**src/rtl/mem_pkg.sv**
```systemverilog
// Shared memory-stage definitions: mem_op encodings (also used by the main
// decoder), FSM state encodings and an access-size helper.
package mem_pkg;

   localparam logic [2:0] MEM_W   = 3'b000;
   localparam logic [2:0] MEM_SH  = 3'b001;
   localparam logic [2:0] MEM_SB  = 3'b010;
   localparam logic [2:0] MEM_LH  = 3'b100;
   localparam logic [2:0] MEM_LHU = 3'b101;
   localparam logic [2:0] MEM_LB  = 3'b110;
   localparam logic [2:0] MEM_LBU = 3'b111;

   typedef enum logic [1:0] {
      S_IDLE = 2'd0,
      S_REQ  = 2'd1,
      S_DONE = 2'd2
   } state_t;

   typedef enum logic [1:0] {
      SZ_BYTE = 2'd0,
      SZ_HALF = 2'd1,
      SZ_WORD = 2'd2
   } size_t;

   // 011 and any other unlisted code fall through to word
   function automatic size_t op_size(input logic [2:0] op);
      case (op)
         MEM_SB, MEM_LB, MEM_LBU: op_size = SZ_BYTE;
         MEM_SH, MEM_LH, MEM_LHU: op_size = SZ_HALF;
         default:                 op_size = SZ_WORD;
      endcase
   endfunction

endpackage

```
**src/rtl/mem_access_unit_if.sv**
```systemverilog
// Data-bus interface between the memory stage and the SRAM/bus bridge.
// Handshake: the master raises d_req with d_wr/d_be/d_addr/d_wdata stable and
// holds them until the slave pulses d_ack for one cycle; d_rdata is valid with d_ack.
interface mem_access_unit_if #(
   parameter int AW = 32
);
   logic          d_req;
   logic          d_wr;
   logic [3:0]    d_be;
   logic [AW-1:0] d_addr;
   logic [31:0]   d_wdata;
   logic [31:0]   d_rdata;
   logic          d_ack;

   modport master (
      output d_req, d_wr, d_be, d_addr, d_wdata,
      input  d_rdata, d_ack
   );

   modport slave (
      input  d_req, d_wr, d_be, d_addr, d_wdata,
      output d_rdata, d_ack
   );
endinterface

```
**src/rtl/mem_lane_ext.sv**
```systemverilog
// Combinational lane logic: byte enables, store-data replication, load
// extraction and misalignment detection from op and the low address bits.
module mem_lane_ext
   import mem_pkg::*;
(
   input  logic [2:0]  op,
   input  logic [1:0]  addr_lo,
   input  logic        is_store,
   input  logic [31:0] wdata,
   input  logic [31:0] rdata_raw,
   output logic [3:0]  be,
   output logic [31:0] wdata_rep,
   output logic [31:0] rdata_ext,
   output logic        misaligned
);

   size_t       size;
   logic        sign;
   logic [7:0]  sel_byte;
   logic [15:0] sel_half;

   always_comb begin
      size       = op_size(op);
      sign       = (op == MEM_LB) || (op == MEM_LH);
      sel_half   = addr_lo[1] ? rdata_raw[31:16] : rdata_raw[15:0];
      be         = 4'b1111;
      wdata_rep  = wdata;
      rdata_ext  = rdata_raw;
      misaligned = 1'b0;
      case (addr_lo)
         2'd0:    sel_byte = rdata_raw[7:0];
         2'd1:    sel_byte = rdata_raw[15:8];
         2'd2:    sel_byte = rdata_raw[23:16];
         default: sel_byte = rdata_raw[31:24];
      endcase
      // loads always fetch the full word; only stores narrow the enables
      case (size)
         SZ_BYTE: begin
            if (is_store) be = 4'b0001 << addr_lo;
            wdata_rep = {4{wdata[7:0]}};
            rdata_ext = {{24{sign & sel_byte[7]}}, sel_byte};
         end
         SZ_HALF: begin
            if (is_store) be = addr_lo[1] ? 4'b1100 : 4'b0011;
            wdata_rep  = {2{wdata[15:0]}};
            rdata_ext  = {{16{sign & sel_half[15]}}, sel_half};
            misaligned = addr_lo[0];
         end
         default: misaligned = |addr_lo;
      endcase
   end

endmodule

```
**src/rtl/mem_access_unit.sv**
```systemverilog
// Memory stage: one bus transaction per load/store, with stall, ack timeout,
// misalignment exceptions and extended load data.
module mem_access_unit
   import mem_pkg::*;
#(
   parameter int ACK_TIMEOUT = 255,
   parameter int AW          = 32
) (
   input  logic          clk,
   input  logic          rst,
   input  logic          req_valid,
   input  logic          memwrite,
   input  logic          memtoreg,
   input  logic [2:0]    mem_op,
   input  logic [AW-1:0] addr,
   input  logic [31:0]   wdata,
   output logic          stall,
   output logic          done,
   output logic [31:0]   rdata,
   output logic          adel,
   output logic          ades,
   output logic          bus_err,
   output logic [AW-1:0] bad_addr,
   output state_t        dbg_state,
   mem_access_unit_if.master bus
);

   localparam logic [7:0] CNT_LAST = 8'(ACK_TIMEOUT - 1);

   state_t        state, state_nxt;
   logic [2:0]    op_q;
   logic [AW-1:0] addr_q;
   logic [31:0]   wdata_q;
   logic          wr_q;
   logic [7:0]    cnt;

   logic          idle, in_req, access, timeout;
   logic [2:0]    lane_op;
   logic [1:0]    lane_lo;
   logic          lane_store;
   logic [3:0]    lane_be;
   logic [31:0]   lane_wdata, lane_rdata;
   logic          lane_mis;

   // In IDLE the lane logic looks at the live request to decide alignment;
   // afterwards it works from the latched transaction.
   always_comb begin
      idle       = (state == S_IDLE);
      in_req     = (state == S_REQ);
      access     = req_valid && (memwrite || memtoreg);
      lane_op    = idle ? mem_op : op_q;
      lane_lo    = idle ? addr[1:0] : addr_q[1:0];
      lane_store = idle ? memwrite : wr_q;
   end

   mem_lane_ext u_lane (
      .op         (lane_op),
      .addr_lo    (lane_lo),
      .is_store   (lane_store),
      .wdata      (wdata_q),
      .rdata_raw  (bus.d_rdata),
      .be         (lane_be),
      .wdata_rep  (lane_wdata),
      .rdata_ext  (lane_rdata),
      .misaligned (lane_mis)
   );

   always_ff @(posedge clk or negedge rst) begin
      if (!rst) state <= S_IDLE;
      else      state <= state_nxt;
   end

   always_comb begin
      state_nxt = state;
      timeout   = (cnt == CNT_LAST);
      case (state)
         S_IDLE: if (access) state_nxt = lane_mis ? S_DONE : S_REQ;
         S_REQ:  if (bus.d_ack || timeout) state_nxt = S_DONE;
         S_DONE: state_nxt = S_IDLE;
         default: state_nxt = S_IDLE;
      endcase
      // reset must release the pipeline even while req_valid is still up
      stall     = rst && ((idle && access) || in_req);
      done      = (state == S_DONE);
      dbg_state = state;
   end

   assign bus.d_req   = in_req;
   assign bus.d_wr    = in_req && wr_q;
   assign bus.d_be    = in_req ? lane_be : 4'b0000;
   assign bus.d_addr  = in_req ? {addr_q[AW-1:2], 2'b00} : '0;
   assign bus.d_wdata = in_req ? lane_wdata : 32'h0;

   always_ff @(posedge clk or negedge rst) begin
      if (!rst) begin
         op_q     <= 3'b000;
         addr_q   <= '0;
         wdata_q  <= 32'h0;
         wr_q     <= 1'b0;
         cnt      <= 8'h00;
         rdata    <= 32'h0;
         adel     <= 1'b0;
         ades     <= 1'b0;
         bus_err  <= 1'b0;
         bad_addr <= '0;
      end else begin
         case (state)
            S_IDLE: if (access) begin
               op_q    <= mem_op;
               addr_q  <= addr;
               wdata_q <= wdata;
               wr_q    <= memwrite;
               cnt     <= 8'h00;
               if (lane_mis) begin
                  adel     <= !memwrite;
                  ades     <= memwrite;
                  bus_err  <= 1'b0;
                  rdata    <= 32'h0;
                  bad_addr <= addr;
               end
            end
            S_REQ: begin
               cnt <= cnt + 8'h01;
               if (bus.d_ack) begin
                  cnt     <= 8'h00;
                  rdata   <= wr_q ? 32'h0 : lane_rdata;
                  adel    <= 1'b0;
                  ades    <= 1'b0;
                  bus_err <= 1'b0;
               end else if (timeout) begin
                  cnt      <= 8'h00;
                  rdata    <= 32'h0;
                  adel     <= 1'b0;
                  ades     <= 1'b0;
                  bus_err  <= 1'b1;
                  bad_addr <= addr_q;
               end
            end
            default: cnt <= 8'h00;
         endcase
      end
   end

endmodule

```
**src/flat_wrapper.sv**
```systemverilog
// flat-port wrapper written by rule: the top's interface ports become plain ports
module mem_access_unit_flat import mem_pkg::*;
#(
   parameter int ACK_TIMEOUT = 255,
   parameter int AW          = 32
)
  (clk, rst, req_valid, memwrite, memtoreg, mem_op, addr, wdata, stall, done, rdata, adel, ades, bus_err, bad_addr, dbg_state, bus_d_req, bus_d_wr, bus_d_be, bus_d_addr, bus_d_wdata, bus_d_rdata, bus_d_ack);
  mem_access_unit_if #(.AW(AW)) bus_i ();
  input  logic clk;
  input  logic rst;
  input  logic req_valid;
  input  logic memwrite;
  input  logic memtoreg;
  input  logic [2:0] mem_op;
  input  logic [AW-1:0] addr;
  input  logic [31:0] wdata;
  output logic stall;
  output logic done;
  output logic [31:0] rdata;
  output logic adel;
  output logic ades;
  output logic bus_err;
  output logic [AW-1:0] bad_addr;
  output state_t dbg_state;
  output wire logic [$bits(bus_i.d_req)-1:0] bus_d_req;
  output wire logic [$bits(bus_i.d_wr)-1:0] bus_d_wr;
  output wire logic [$bits(bus_i.d_be)-1:0] bus_d_be;
  output wire logic [$bits(bus_i.d_addr)-1:0] bus_d_addr;
  output wire logic [$bits(bus_i.d_wdata)-1:0] bus_d_wdata;
  input wire logic [$bits(bus_i.d_rdata)-1:0] bus_d_rdata;
  input wire logic [$bits(bus_i.d_ack)-1:0] bus_d_ack;
  assign bus_d_req = bus_i.d_req;
  assign bus_d_wr = bus_i.d_wr;
  assign bus_d_be = bus_i.d_be;
  assign bus_d_addr = bus_i.d_addr;
  assign bus_d_wdata = bus_i.d_wdata;
  assign bus_i.d_rdata = bus_d_rdata;
  assign bus_i.d_ack = bus_d_ack;
  mem_access_unit #(.ACK_TIMEOUT(ACK_TIMEOUT), .AW(AW)) u_core (.clk(clk), .rst(rst), .req_valid(req_valid), .memwrite(memwrite), .memtoreg(memtoreg), .mem_op(mem_op), .addr(addr), .wdata(wdata), .stall(stall), .done(done), .rdata(rdata), .adel(adel), .ades(ades), .bus_err(bus_err), .bad_addr(bad_addr), .dbg_state(dbg_state), .bus(bus_i));
endmodule
```
**config.mk**
```make
export PLATFORM = sky130hd
export DESIGN_NAME = mem_access_unit_flat
export DESIGN_NICKNAME = d
export VERILOG_FILES = /design/src/rtl/mem_pkg.sv /design/src/rtl/mem_access_unit_if.sv /design/src/rtl/mem_lane_ext.sv /design/src/rtl/mem_access_unit.sv /design/src/flat_wrapper.sv
export SDC_FILE = /design/constraint.sdc
export NUM_CORES = 1
export LEC_CHECK = 0
export CAP_MARGIN = 25
export CORE_MARGIN = 3
export CORE_UTILIZATION = 37
export CTS_BUF_LIST = sky130_fd_sc_hd__clkbuf_16
export DETAILED_ROUTE_END_ITERATION = 7
export HOLD_SLACK_MARGIN = 0.06
export PLACE_DENSITY_LB_ADDON = 0.25
export SYNTH_ARGS = -nofsm -noshare
export SYNTH_HDL_FRONTEND = slang
export SYNTH_HIERARCHICAL = 1
export SYNTH_SLANG_ARGS = --single-unit
export TNS_END_PERCENT = 100
```
**constraint.sdc**
```tcl
create_clock -name clk -period 2.74 [get_ports clk]
set_input_delay 0.274 -clock clk [delete_from_list [all_inputs] [get_ports clk]]
set_output_delay 0.274 -clock clk [all_outputs]
set_load 0.1 [all_outputs]
```
# Word level (Yosys, flattened, before mapping)
# Index checks and enable logic that the tools add are counted.
classes:
  n_shift: 1
  reduce_logical: 20
  n_div: 0
  bitwise_logic: 2
  eq_ne: 18
  n_mul: 0
  muxes: 48
  magnitude_cmp: 0
  addsub: 1
op_table:
  columns: ["cell", "n"]
  rows:
  - ["32-bit two-way mux", 11]
  - ["32-bit case mux with 2 select lines", 4]
  - ["8-bit two-way mux", 3]
  - ["8-bit case mux with 3 select lines", 1]
  - ["16-bit two-way mux", 1]
  - ["4-bit two-way mux", 4]
  - ["8-bit case mux with 2 select lines", 1]
  - ["3-bit == test (second input constant)", 4]
  - ["1-bit two-way mux", 11]
  - ["2-bit != test (second input constant)", 5]
  - ["8-bit by 1-bit adder with 8-bit output (second input constant)", 1]
  - ["8-bit == test (second input constant)", 1]
  - ["2-bit two-way mux", 4]
  - ["1-bit case mux with 2 select lines", 4]
  - ["2-bit case mux with 2 select lines", 2]
  - ["4-bit case mux with 2 select lines", 1]
  - ["2-bit by 1-bit == test with 1-bit output (second input constant)", 3]
  - ["2-bit zero test", 3]
  - ["3-bit OR reduction", 2]
  - ["5-bit AND reduction", 1]
  - ["2-bit == test (second input constant)", 2]
  - ["1-bit logical AND", 4]
  - ["1-bit logical OR", 4]
  - ["2-bit AND reduction", 2]
  - ["10 further kinds", 11]
totals:
  mem_bits_ro: 0
  out_inout_bits: 141
  memories: 0
  ff_bits: 145
  ram_bits: 0
  latch_bits: 0
  elab_cells: 101

# Longest topological paths before layout
# Gate-level depths: netlist of run 1.
logic_depth:
  depth_word: 10
  mapped_depth: 13
  mapped_depth_nobuf: 9

# Modules after synthesis
# Netlist of run 1, hierarchy kept.
by_module_without_submodules:
  columns: ["mod", "cells_per_inst", "n_inst", "seq_area_each_um2", "area_each_um2"]
  rows:
  - ["mem_access_unit", 478, 1, 3628.5, 6593.8]
  - ["mem_lane_ext", 235, 1, 0.0, 1770.4]

# Least setup slack after synthesis of run 1
# No wires, ideal clock.
synth_timing:
  path_kind: "register to output"
  startpoint: "reg u_core.state[0] (netlist: u_core/dbg_state[0])"
  endpoint: "out bus_d_wdata[23]"
  required_time_ns: 2.466
  n_path_buf: 4
  t_arrival_ns: 3.660
  path_stages_with_launch: 7
  setup_slack_ns: -1.194
  cell_sequence: "dfrtp_1 -> buf_4 -> nor2b_1 -> buf_2 -> buf_2 -> clkbuf_1 -> and2_1"
synth_via:
  elab_cells_between_ends: 16
  classes_between: "eq/ne (8); mux (4); reduce/logical (4)"
synth_lines:
  columns: ["item", "line", "rtl"]
  rows:
  - ["start, declared", "mem_access_unit.sv:30", "state_t state, state_nxt;"]
  - ["start signal, assigned", "mem_access_unit.sv:70", "else state <= state_nxt;"]
  - ["2-bit by 1-bit == test with 1-bit output", "mem_access_unit.sv:49", "in_req = (state == S_REQ);"]
  - ["named net bus_d_req", "flat_wrapper.sv:25", "output wire logic [$bits(bus_i.d_req)-1:0] bus_d_req;"]
  - ["32-bit two-way mux", "mem_access_unit.sv:92", "assign bus.d_wdata = in_req ? lane_wdata : 32'h0;"]
  - ["end, declared", "flat_wrapper.sv:29", "output wire logic [$bits(bus_i.d_wdata)-1:0] bus_d_wdata;"]
# The timed path passes the listed nets, and every way through them passes these cells.

# Worst setup path in the final report of run 1
layout_timing:
  startpoint: "reg u_core.state[0] (netlist: u_core/dbg_state[0])"
  endpoint: "out bus_d_wdata[25]"
layout_via:
  elab_chain_cells: 8
  elab_cells_between_ends: 16
  classes_between: "eq/ne (8); mux (4); reduce/logical (4)"
layout_rtl:
  columns: ["item", "line", "rtl"]
  rows:
  - ["2-bit zero test *", "mem_access_unit.sv:48", "idle = (state == S_IDLE);"]
  - ["3-bit two-way mux *", "mem_access_unit.sv:51", "lane_op = idle ? mem_op : op_q;"]
  - ["named net u_core.lane_op[0]", "mem_access_unit.sv:38", "logic [2:0] lane_op;"]
  - ["3-bit == test (tied with other cells)", "mem_pkg.sv:27", "case (op)"]
  - ["3-bit OR reduction", "mem_pkg.sv:27", null]
  - ["2-bit case mux with 2 select lines *", "mem_pkg.sv:27", null]
  - ["2-bit by 1-bit == test with 1-bit output or 2-bit zero test (tied branches)", "mem_lane_ext.sv:37", "case (size)"]
  - ["32-bit case mux with 2 select lines *", "mem_lane_ext.sv:37", null]
  - ["named net u_core.lane_wdata[25]", "mem_access_unit.sv:42", "logic [31:0] lane_wdata, lane_rdata;"]
  - ["32-bit two-way mux *", "mem_access_unit.sv:92", null]
# Mark *: on every way through the listed nets, which the timed path passes. The rest lies on a longest branch.

==> impl_metrics.json, run 1 <==
{
  "cp_slowest_cell": "dfrtp_4",
  "vias": 6653,
  "grtUsageTotal": 0.197,
  "violations": "negative setup slack",
  "reg2reg_slack_ns": 0.06,
  "cpPeakStageDelay_ns": 0.48,
  "cts_tree": "built",
  "syn_inst": 713,
  "grt_pass1_wl_um": 38000,
  "coreArea_mm2": 0.0220,
  "hp-class": "input port to flip-flop",
  "clock_latency_ns": 0.42,
  "crit_fanout": 12,
  "r2r_start": "u_core/dbg_state[0]",
  "die_x_um": 156,
  "insertedDiodeCount": 0,
  "initial_core_util": 0.380,
  "crit_arrival_ns": 2.52,
  "clkTransAtPathRegs_ns": 0.07,
  "synth-edff-count": 0,
  "drt-wirelength-per-cell_um": 19.7,
  "finalSetupViolCount": 12,
  "finClkSkew_ns": 0.00967,
  "ant_nets": 0,
  "path_cells": "nor2_4 -> mux2_4 -> xnor2_4 -> nand2_4 -> buf_4 -> o21a_1 -> and2_4 -> buf_12",
  "grt-ovfl-total": 0,
  "fp-row-count": 54,
  "endpoint": "bus_d_wdata[25]",
  "gp_congestion": 0.863,
  "wl_um": 24500,
  "avgSynthCellArea_um2": 11.7,
  "holdWs_ns": 0.462,
  "drv_cap": 0,
  "cts_max_level": 4,
  "root_buffer": "clkbuf_16",
  "required_ns": 2.47,
  "yosysTopAreaCellShare": 0.434,
  "grt_pass1_vias": 6654,
  "synth_ff_type": "dfrtp_1",
  "final_area_mm2": 0.0121,
  "netlist_area_mm2": 0.00836,
  "post_layout_nonfiller_instances": 1245,
  "drt-pass1-iter-count": 6,
  "drive_above_1_share": 0.445,
  "dpl-instance-area_mm2": 0.0113,
  "r2r_cells": 10,
  "rsz0062_at_grt": "true",
  "avgViaCountPerCell": 5.34,
  "antenna_found_initial": 1,
  "async_flop_share": 1.00,
  "final_nets": 1060,
  "critPathLaunch": "u_core/dbg_state[0]",
  "hold_violations": 0,
  "io_pins": 246,
  "grt_max_degree": 112,
  "period_needed_ns": 2.80,
  "drt_iter0_markers": 360,
  "dp_hpwl_um": 17400,
  "port_buffers": 243,
  "ys_ff_latch": 145,
  "start_kind": "flip-flop",
  "die_h_um": 156,
  "crit_type": "flip-flop to primary output",
  "synth_top_cell_by_area": "dfrtp_1",
  "endpoint_kind": "primary output",
  "finalCritPeriodShare": 1.02,
  "synthToLayoutAreaGrowth_pct": 44.2,
  "dieArea_mm2": 0.0244,
  "ys_seq_area_frac": 0.434,
  "cts_sinks": 145,
  "place_inst": 1205,
  "yosysUniqueCellTypes": 55,
  "fmax_mhz": 358,
  "synthTopCellsByArea": "dfrtp_1 43%, mux2_2 17%, mux2_4 5.6%",
  "cts_buffers": 17,
  "setup_slack_ns": -0.0566,
  "remaining_drc_errors": 0,
  "worstReg2RegEnd": "u_core/rdata[24]",
  "cts_max_path_buffers": 2,
  "outcome": "finished, violations left",
  "slew-limit-headroom": 0.599,
  "drv_slew": 0,
  "worst_pin_slew_ns": 0.601,
  "synth_warnings": 6
}
-- synth_stat cells, types with 2 or more instances --
| cell type | number |
|---|---|
| o21ai_0 | 6 |
| buf_1 | 2 |
| mux4_2 | 4 |
| and3_1 | 10 |
| nand2b_1 | 21 |
| and2_1 | 71 |
| a221o_1 | 15 |
| a22o_1 | 32 |
| nor3_2 | 2 |
| clkbuf_1 | 31 |
| nor2b_1 | 5 |
| ha_1 | 2 |
| dfrtp_1 | 145 |
| and3b_1 | 2 |
| a31oi_1 | 5 |
| o21a_1 | 9 |
| inv_1 | 4 |
| mux2_4 | 31 |
| xnor2_1 | 2 |
| a21oi_1 | 6 |
| buf_2 | 15 |
| nand2_1 | 27 |
| o21bai_1 | 4 |
| mux2_2 | 126 |
| a22oi_1 | 16 |
| a32o_1 | 2 |
| a21o_1 | 19 |
| nor3b_1 | 8 |
| a221oi_1 | 8 |
| buf_6 | 8 |
| nand3_1 | 21 |
| buf_4 | 12 |
| nor2_1 | 10 |
| mux2i_1 | 8 |
| mux4_1 | 4 |
-- sequential cells by signal, indices dropped and copies added (netlist names) --
name              cells
u_core/rdata         32
u_core/wr_q           1
u_core/cnt            8
u_core/bus_err        1
u_core/adel           1
u_core/bad_addr      32
u_core/dbg_state      2
u_core/op_q           3
u_core/ades           1
u_core/wdata_q       32
u_core/addr_q        32
-- routing by layer --
layer	up-vias	share of wire	track usage	routed length, um
li1	3091	-	-	-
met1	3280	0.43	0.267	10600
met2	258	0.48	0.314	11800
met3	22	0.074	0.0531	1810
met4	2	0.011	0.0471	280
met5	-	0.00053	0	13
-- logic make-up (layout without fill, tap and decap cells) --
group / Yosys count / count (layout) / share of synthesized area
compound gates: 132 / 132 / 0.126
simple gates: 184 / 184 / 0.127
fa+ha+maj: 2 / 2 / 0.00299
xor+xnor: 3 / 3 / 0.00314
buf+inv: 73 / 324 / 0.0476
other cells: 1 / 2 / 0.000448
flops: 145 / 145 / 0.434
mux: 173 / 173 / 0.258
-- cells in the final DEF, fill, tap and decap left out, types with 3 or more instances in the layout --
| cell type | synthesis | routed |
|---|---|---|
| o21bai_1 | 4 | 4 |
| nand2_1 | 27 | 25 |
| buf_6 | 8 | 4 |
| mux2_2 | 126 | 121 |
| dfrtp_1 | 145 | 143 |
| clkdlybuf4s50_1 | 0 | 103 |
| clkinvlp_4 | 0 | 3 |
| nor2_1 | 10 | 10 |
| buf_12 | 0 | 37 |
| a21o_1 | 19 | 19 |
| a22oi_1 | 16 | 16 |
| and3_1 | 10 | 10 |
| mux4_2 | 4 | 4 |
| inv_6 | 0 | 6 |
| nor3b_1 | 8 | 8 |
| a21oi_1 | 6 | 5 |
| a221oi_2 | 0 | 4 |
| and2_1 | 71 | 42 |
| a22o_1 | 32 | 32 |
| buf_4 | 12 | 141 |
| and2_4 | 0 | 27 |
| inv_1 | 4 | 4 |
| nand3_1 | 21 | 21 |
| mux4_1 | 4 | 4 |
| nor2b_1 | 5 | 4 |
| o21a_1 | 9 | 8 |
| clkbuf_16 | 0 | 18 |
| a221oi_1 | 8 | 4 |
| a221o_1 | 15 | 15 |
| mux2_4 | 31 | 36 |
| o21ai_0 | 6 | 5 |
| mux2i_1 | 8 | 8 |
| nand2b_1 | 21 | 19 |
| a31oi_1 | 5 | 4 |
-- area by class of cell --
| class | instances | area, um2 |
|---|---|---|
| fillers | 1883 | 9970 |
| multi-input cells | 496 | 4570 |
| flip-flops and latches | 145 | 3630 |
| repair buffers | 288 | 2920 |
| clock buffers | 17 | 425 |
| well taps | 280 | 350 |
| clock inverters | 14 | 145 |
| inverters | 5 | 18.8 |
-- through the flow --
stage	util	setup TNS, ns	setup slack [ns]
detailed placement	0.512	0	0.0523
CTS	0.541	-2.13	-0.115
global placement	0.512	0	0.0976
floorplan	-	-8.59	-0.171
global route	0.548	-2.45	-0.167
finish	0.548	-0.350	-0.0566
-- worst min-delay path by stage --
stage / start / endpoint / slack, ns / cells past startpoint
after global routing: wdata[3] / u_core/wdata_q[3] / 0.45 / 2
after CTS: wdata[20] / u_core/wdata_q[20] / 0.45 / 2
after detailed placement: rst / u_core/wdata_q[12] / 0.42 / 2
after global placement: rst / u_core/wdata_q[12] / 0.43 / 2
final: wdata[20] / u_core/wdata_q[20] / 0.46 / 2
after floorplan: rst / u_core/addr_q[0] / -0.02 / 0
-- critical path: cells and delay by family, from the launching register on --
family	cells	cell delay (ns)
AOI/OAI and AO/OA	1	0.17
xor gates and xnor gates	1	0.23
buffers and inverters	2	0.37
DFF	1	0.48
muxes	1	0.37
and+or+nand+nor	3	0.48
-- what timing repair did --
item                                   CTS  global route
endpoints found under the hold margin  145             0
gates cloned                             0             2
hold buffers                             1             0
pin swaps                                3             5
setup endpoints to repair               28            92
buffers inserted                         2             4
gates resized for setup                 10            19
Power of run 1 is left out: the tool's default activity adds up to more than one toggle a clock period on the data nets, which glitch-free logic cannot reach.
==> run 2: changes to the inputs <==
--- a/config.mk
+++ b/config.mk
@@ -12,6 +12,8 @@
 export DETAILED_ROUTE_END_ITERATION = 7
 export HOLD_SLACK_MARGIN = 0.06
 export PLACE_DENSITY_LB_ADDON = 0.25
+export RECOVER_POWER = 50
+export SKIP_LAST_GASP = 1
 export SYNTH_ARGS = -nofsm -noshare
 export SYNTH_HDL_FRONTEND = slang
 export SYNTH_HIERARCHICAL = 1
==> constraint.sdc (replaced) <==
create_clock -name clk -period 3.1 [get_ports clk]
set_input_delay 0.31 -clock clk [delete_from_list [all_inputs] [get_ports clk]]
set_output_delay 0.31 -clock clk [all_outputs]
set_load 0.1 [all_outputs]
==> impl_metrics.json, run 2 (synthesis gave the netlist of run 1 again) <==
{
  "hold_violations": 0,
  "drt_iter0_markers": 489,
  "finClkSkew_ns": 0.0104,
  "avgViaCountPerCell": 5.37,
  "required_ns": 2.79,
  "insertedDiodeCount": 0,
  "endpoint_kind": "primary output",
  "cts_max_path_buffers": 2,
  "violations": "max-capacitance violations, max-slew violations",
  "period_needed_ns": 3.04,
  "slew-limit-headroom": -0.102,
  "initial_core_util": 0.380,
  "grt_max_degree": 65,
  "die_x_um": 156,
  "root_buffer": "clkbuf_16",
  "port_buffers": 243,
  "dieArea_mm2": 0.0244,
  "drt-pass1-iter-count": 5,
  "wl_um": 24800,
  "nFillCells": 1851,
  "drv_cap": 1,
  "hp-class": "input port to asynchronous set/reset pin",
  "holdWs_ns": 0.347,
  "vias": 6695,
  "drt-wirelength-per-cell_um": 19.9,
  "cts_buffers": 17,
  "synthToLayoutAreaGrowth_pct": 48.0,
  "finalCritPeriodShare": 0.980,
  "drv_slew": 65,
  "cts_tree": "built",
  "finalSetupViolCount": 0,
  "fmax_mhz": 329,
  "die_h_um": 156,
  "drive_above_1_share": 0.357,
  "grt_pass1_vias": 6577,
  "grt_pass1_wl_um": 38100,
  "grt-ovfl-total": 0,
  "remaining_drc_errors": 0,
  "dp_hpwl_um": 17700,
  "ant_nets": 0,
  "clkTransAtPathRegs_ns": 0.06,
  "cts_max_level": 4,
  "coreArea_mm2": 0.0220,
  "antenna_found_initial": 2,
  "fp-row-count": 54,
  "reg2reg_slack_ns": 0.17,
  "clock_latency_ns": 0.42,
  "start_kind": "flip-flop",
  "worst_pin_slew_ns": 1.65,
  "layout_common_cells": "155 x clkdlybuf4s50_1, 143 x dfrtp_1, 123 x mux2_2",
  "io_pins": 246,
  "grtUsageTotal": 0.199,
  "outcome": "finished, violations left",
  "cts_sinks": 145,
  "rsz0062_at_grt": "true",
  "layout_commonest_cell": "clkdlybuf4s50_1",
  "crit_fanout": 14,
  "gp_congestion": 0.843,
  "final_nets": 1060,
  "crit_type": "flip-flop to primary output",
  "crit_arrival_ns": 2.73
}
## run 2: cell types whose count changed in the layout (fill, tap and decap cells not counted), moves of 3 or more
| cell | change |
|---|---|
| bufinv_16 | +4 |
| buf_12 | +21 |
| buf_4 | -98 |
| buf_6 | -3 |
| clkinvlp_4 | -3 |
| and2_4 | -18 |
| and2_2 | +17 |
| clkbuf_1 | +26 |
| clkdlybuf4s50_1 | +52 |
## run 2: worst paths after layout
kind                                           from            endpoint  cells after the start
worst max-delay path            u_core/dbg_state[0]     bus_d_wdata[30]                      9
worst min-delay path                            rst       u_core/cnt[4]                      2
worst max register to register  u_core/dbg_state[0]  u_core/bad_addr[1]                     10
worst min register to register     u_core/rdata[28]    u_core/rdata[28]                      1
max in group asynchronous                       rst   u_core/wdata_q[3]                      3
min in group clk                           wdata[2]   u_core/wdata_q[2]                      2
## run 2: per-layer routing
metal / routed length, um / GRT usage / vias up / share of wire
met4: 552 / 0.0650 / 4 / 0.022
met5: 27 / 0 / - / 0.0011
met1: 10800 / 0.271 / 3292 / 0.43
met2: 11300 / 0.300 / 286 / 0.46
li1: - / - / 3082 / -
met3: 2130 / 0.0669 / 31 / 0.086
## run 2: timing repair
item / CTS / global route
gates cloned: 0 / 2
endpoints found under the hold margin: 29 / 0
hold buffers: 1 / 0
resized for setup: 10 / 16
buffers inserted: 2 / 6
pin swaps: 3 / 3
setup endpoints to repair: 26 / 24
## run 2: cell type report
class / instances / area (um2) / share of cell area
multi-input cells: 496 / 4490 / 0.362
flip-flops and latches: 145 / 3630 / 0.294
repair buffers: 288 / 3240 / 0.261
clock buffers: 17 / 425 / 0.0344
well taps: 280 / 350 / 0.0283
clock inverters: 15 / 228 / 0.0184
inverters: 5 / 18.8 / 0.00152
## run 2: through the flow
step                      area, um2  cells  worst slack [ns]  TNS (ns)   util
after floorplan                8430    714            0.0542         0      -
after global placement        11600   1202             0.146         0  0.528
after detailed placement      11600   1202             0.128         0  0.528
after CTS                     12300   1237          -0.00161  -0.00161  0.560
after global routing          12400   1246          -0.00220  -0.00220  0.562
final                         12400   1246            0.0633         0  0.562
## run 2: worst max-delay path, cell delays in order, from the launching register on
cell,delay [ns]
dfrtp_4,0.48
nor2_4,0.20
mux2_4,0.36
buf_12,0.15
buf_16,0.15
mux2i_1,0.13
a221oi_2,0.34
o21a_1,0.17
and2_4,0.14
buf_12,0.17
Power of run 2 is left out for the same reason.
==> run 3: changes to the inputs <==
--- a/config.mk
+++ b/config.mk
@@ -7,7 +7,7 @@
 export LEC_CHECK = 0
 export CAP_MARGIN = 25
 export CORE_MARGIN = 3
-export CORE_UTILIZATION = 37
+export CORE_UTILIZATION = 48
 export CTS_BUF_LIST = sky130_fd_sc_hd__clkbuf_16
 export DETAILED_ROUTE_END_ITERATION = 7
 export HOLD_SLACK_MARGIN = 0.06
==> impl_metrics.json, run 3 (synthesis gave the netlist of run 1 again) <==
{
  "outcome": "finished, violations left",
  "violations": "max-capacitance violations, max-slew violations",
  "cts_max_level": 4,
  "synthToLayoutAreaGrowth_pct": 39.2,
  "coreArea_mm2": 0.0168,
  "grt_pass1_wl_um": 36900,
  "worstReg2RegEnd": "u_core/bad_addr[14]",
  "hold_violations": 0,
  "fp-row-count": 47,
  "root_buffer": "clkbuf_16",
  "die_h_um": 138,
  "cts_tree": "built",
  "drv_slew": 146,
  "nFillCells": 1302,
  "remaining_drc_errors": 0,
  "initial_core_util": 0.497,
  "slew-limit-headroom": -0.358,
  "start_kind": "flip-flop",
  "io_pins": 246,
  "layout_commonest_cell": "clkdlybuf4s50_1",
  "fmax_mhz": 336,
  "cts_buffers": 17,
  "finalSetupViolCount": 0,
  "insertedDiodeCount": 0,
  "avgViaCountPerCell": 5.59,
  "drive_above_1_share": 0.341,
  "die_x_um": 138,
  "dieArea_mm2": 0.0190,
  "finClkSkew_ns": 0.00962,
  "cts_max_path_buffers": 2,
  "final_nets": 1039,
  "drv_cap": 1,
  "endpoint_kind": "primary output",
  "clkTransAtPathRegs_ns": 0.07,
  "required_ns": 2.79,
  "grt-ovfl-total": 0,
  "drt_iter0_markers": 436,
  "holdPathStages": 2,
  "crit_type": "flip-flop to primary output",
  "r2r_start": "u_core/dbg_state[0]",
  "wl_um": 23000,
  "fin_util": 0.692,
  "gp_congestion": 0.872,
  "antenna_found_initial": 0,
  "hold_end": "u_core/wdata_q[31]",
  "period_needed_ns": 2.98,
  "clock_latency_ns": 0.43,
  "reg2reg_slack_ns": 0.19,
  "worst_pin_slew_ns": 2.04,
  "finalCritPeriodShare": 0.961,
  "drt-wirelength-per-cell_um": 19.7,
  "crit_arrival_ns": 2.67,
  "port_buffers": 243,
  "grt_max_degree": 146,
  "layout_common_cells": "152 x clkdlybuf4s50_1, 143 x dfrtp_1, 126 x mux2_2",
  "cts_sinks": 145,
  "hold_start": "wdata[31]",
  "grt_pass1_vias": 6560,
  "drt-pass1-iter-count": 5,
  "crit_fanout": 16,
  "hp-class": "input port to flip-flop",
  "r2r_cells": 9,
  "dp_hpwl_um": 16200,
  "vias": 6518,
  "grtUsageTotal": 0.240,
  "setup_tns_ns": 0,
  "ant_nets": 0
}
-- run 3: cell types whose count changed in the layout (fill, tap and decap cells not counted), sizes merged --
cell           change
clkbuf             -2
clkdlybuf4s50      -3
dlygate4sd3        -1
clkinv             +3
bufinv             -3
buf               -15
-- run 3: how the worst max path moves through the flow --
stage               cells past startpoint  slack, ns                 from                  end
global placement                        9       0.25  u_core/dbg_state[0]  u_core/bad_addr[14]
global route                            8     -0.007  u_core/dbg_state[0]      bus_d_wdata[25]
finish                                  8       0.12  u_core/dbg_state[0]      bus_d_wdata[18]
detailed placement                      9       0.17  u_core/dbg_state[0]  u_core/bad_addr[14]
CTS                                     8      -0.03  u_core/dbg_state[0]      bus_d_wdata[18]
floorplan                               9       0.05  u_core/dbg_state[0]      bus_d_wdata[10]
-- run 3: critical path: stages (launching register included) --
cell     delay [ns]
dfrtp_4        0.48
nor2_4         0.17
mux2_2         0.41
xnor2_2        0.17
nand2_1        0.09
buf_6          0.20
mux2_2         0.35
and2_2         0.19
buf_12         0.17
-- run 3: cell type report --
cell class / instances / area, um2 / share of cell area
clock inverters: 15 / 170 / 0.0146
well taps: 220 / 275 / 0.0236
inverters: 5 / 18.8 / 0.00161
repair buffers: 267 / 2710 / 0.232
flip-flops and latches: 145 / 3630 / 0.312
clock buffers: 17 / 425 / 0.0365
multi-input cells: 496 / 4420 / 0.379
-- run 3: layer usage --
layer / vias up / routed length (um) / global-route usage
li1: 3051 / - / -
met3: 23 / 2050 / 0.0887
met1: 3185 / 9560 / 0.309
met2: 259 / 11100 / 0.388
met4: 0 / 281 / 0.0567
met5: - / 0 / 0
-- run 3: per-stage QoR --
step	worst slack, ns	instance area, um2	hold slack, ns	instances
global placement	0.251	11100	0.483	1130
global route	-0.00749	11600	0.482	1165
CTS	-0.0340	11700	0.0822	1163
finish	0.122	11600	0.492	1165
detailed placement	0.165	11100	0.484	1131
floorplan	0.0542	8430	0.0144	714
-- run 3: repair_timing --
action,4_1_cts,5_1_grt
resized for setup,3,6
setup buffers,0,2
setup endpoints to repair,20,25
pin swaps,0,1
hold buffers,0,0
hold endpoints to repair,0,0
Power of run 3 is left out for the same reason.
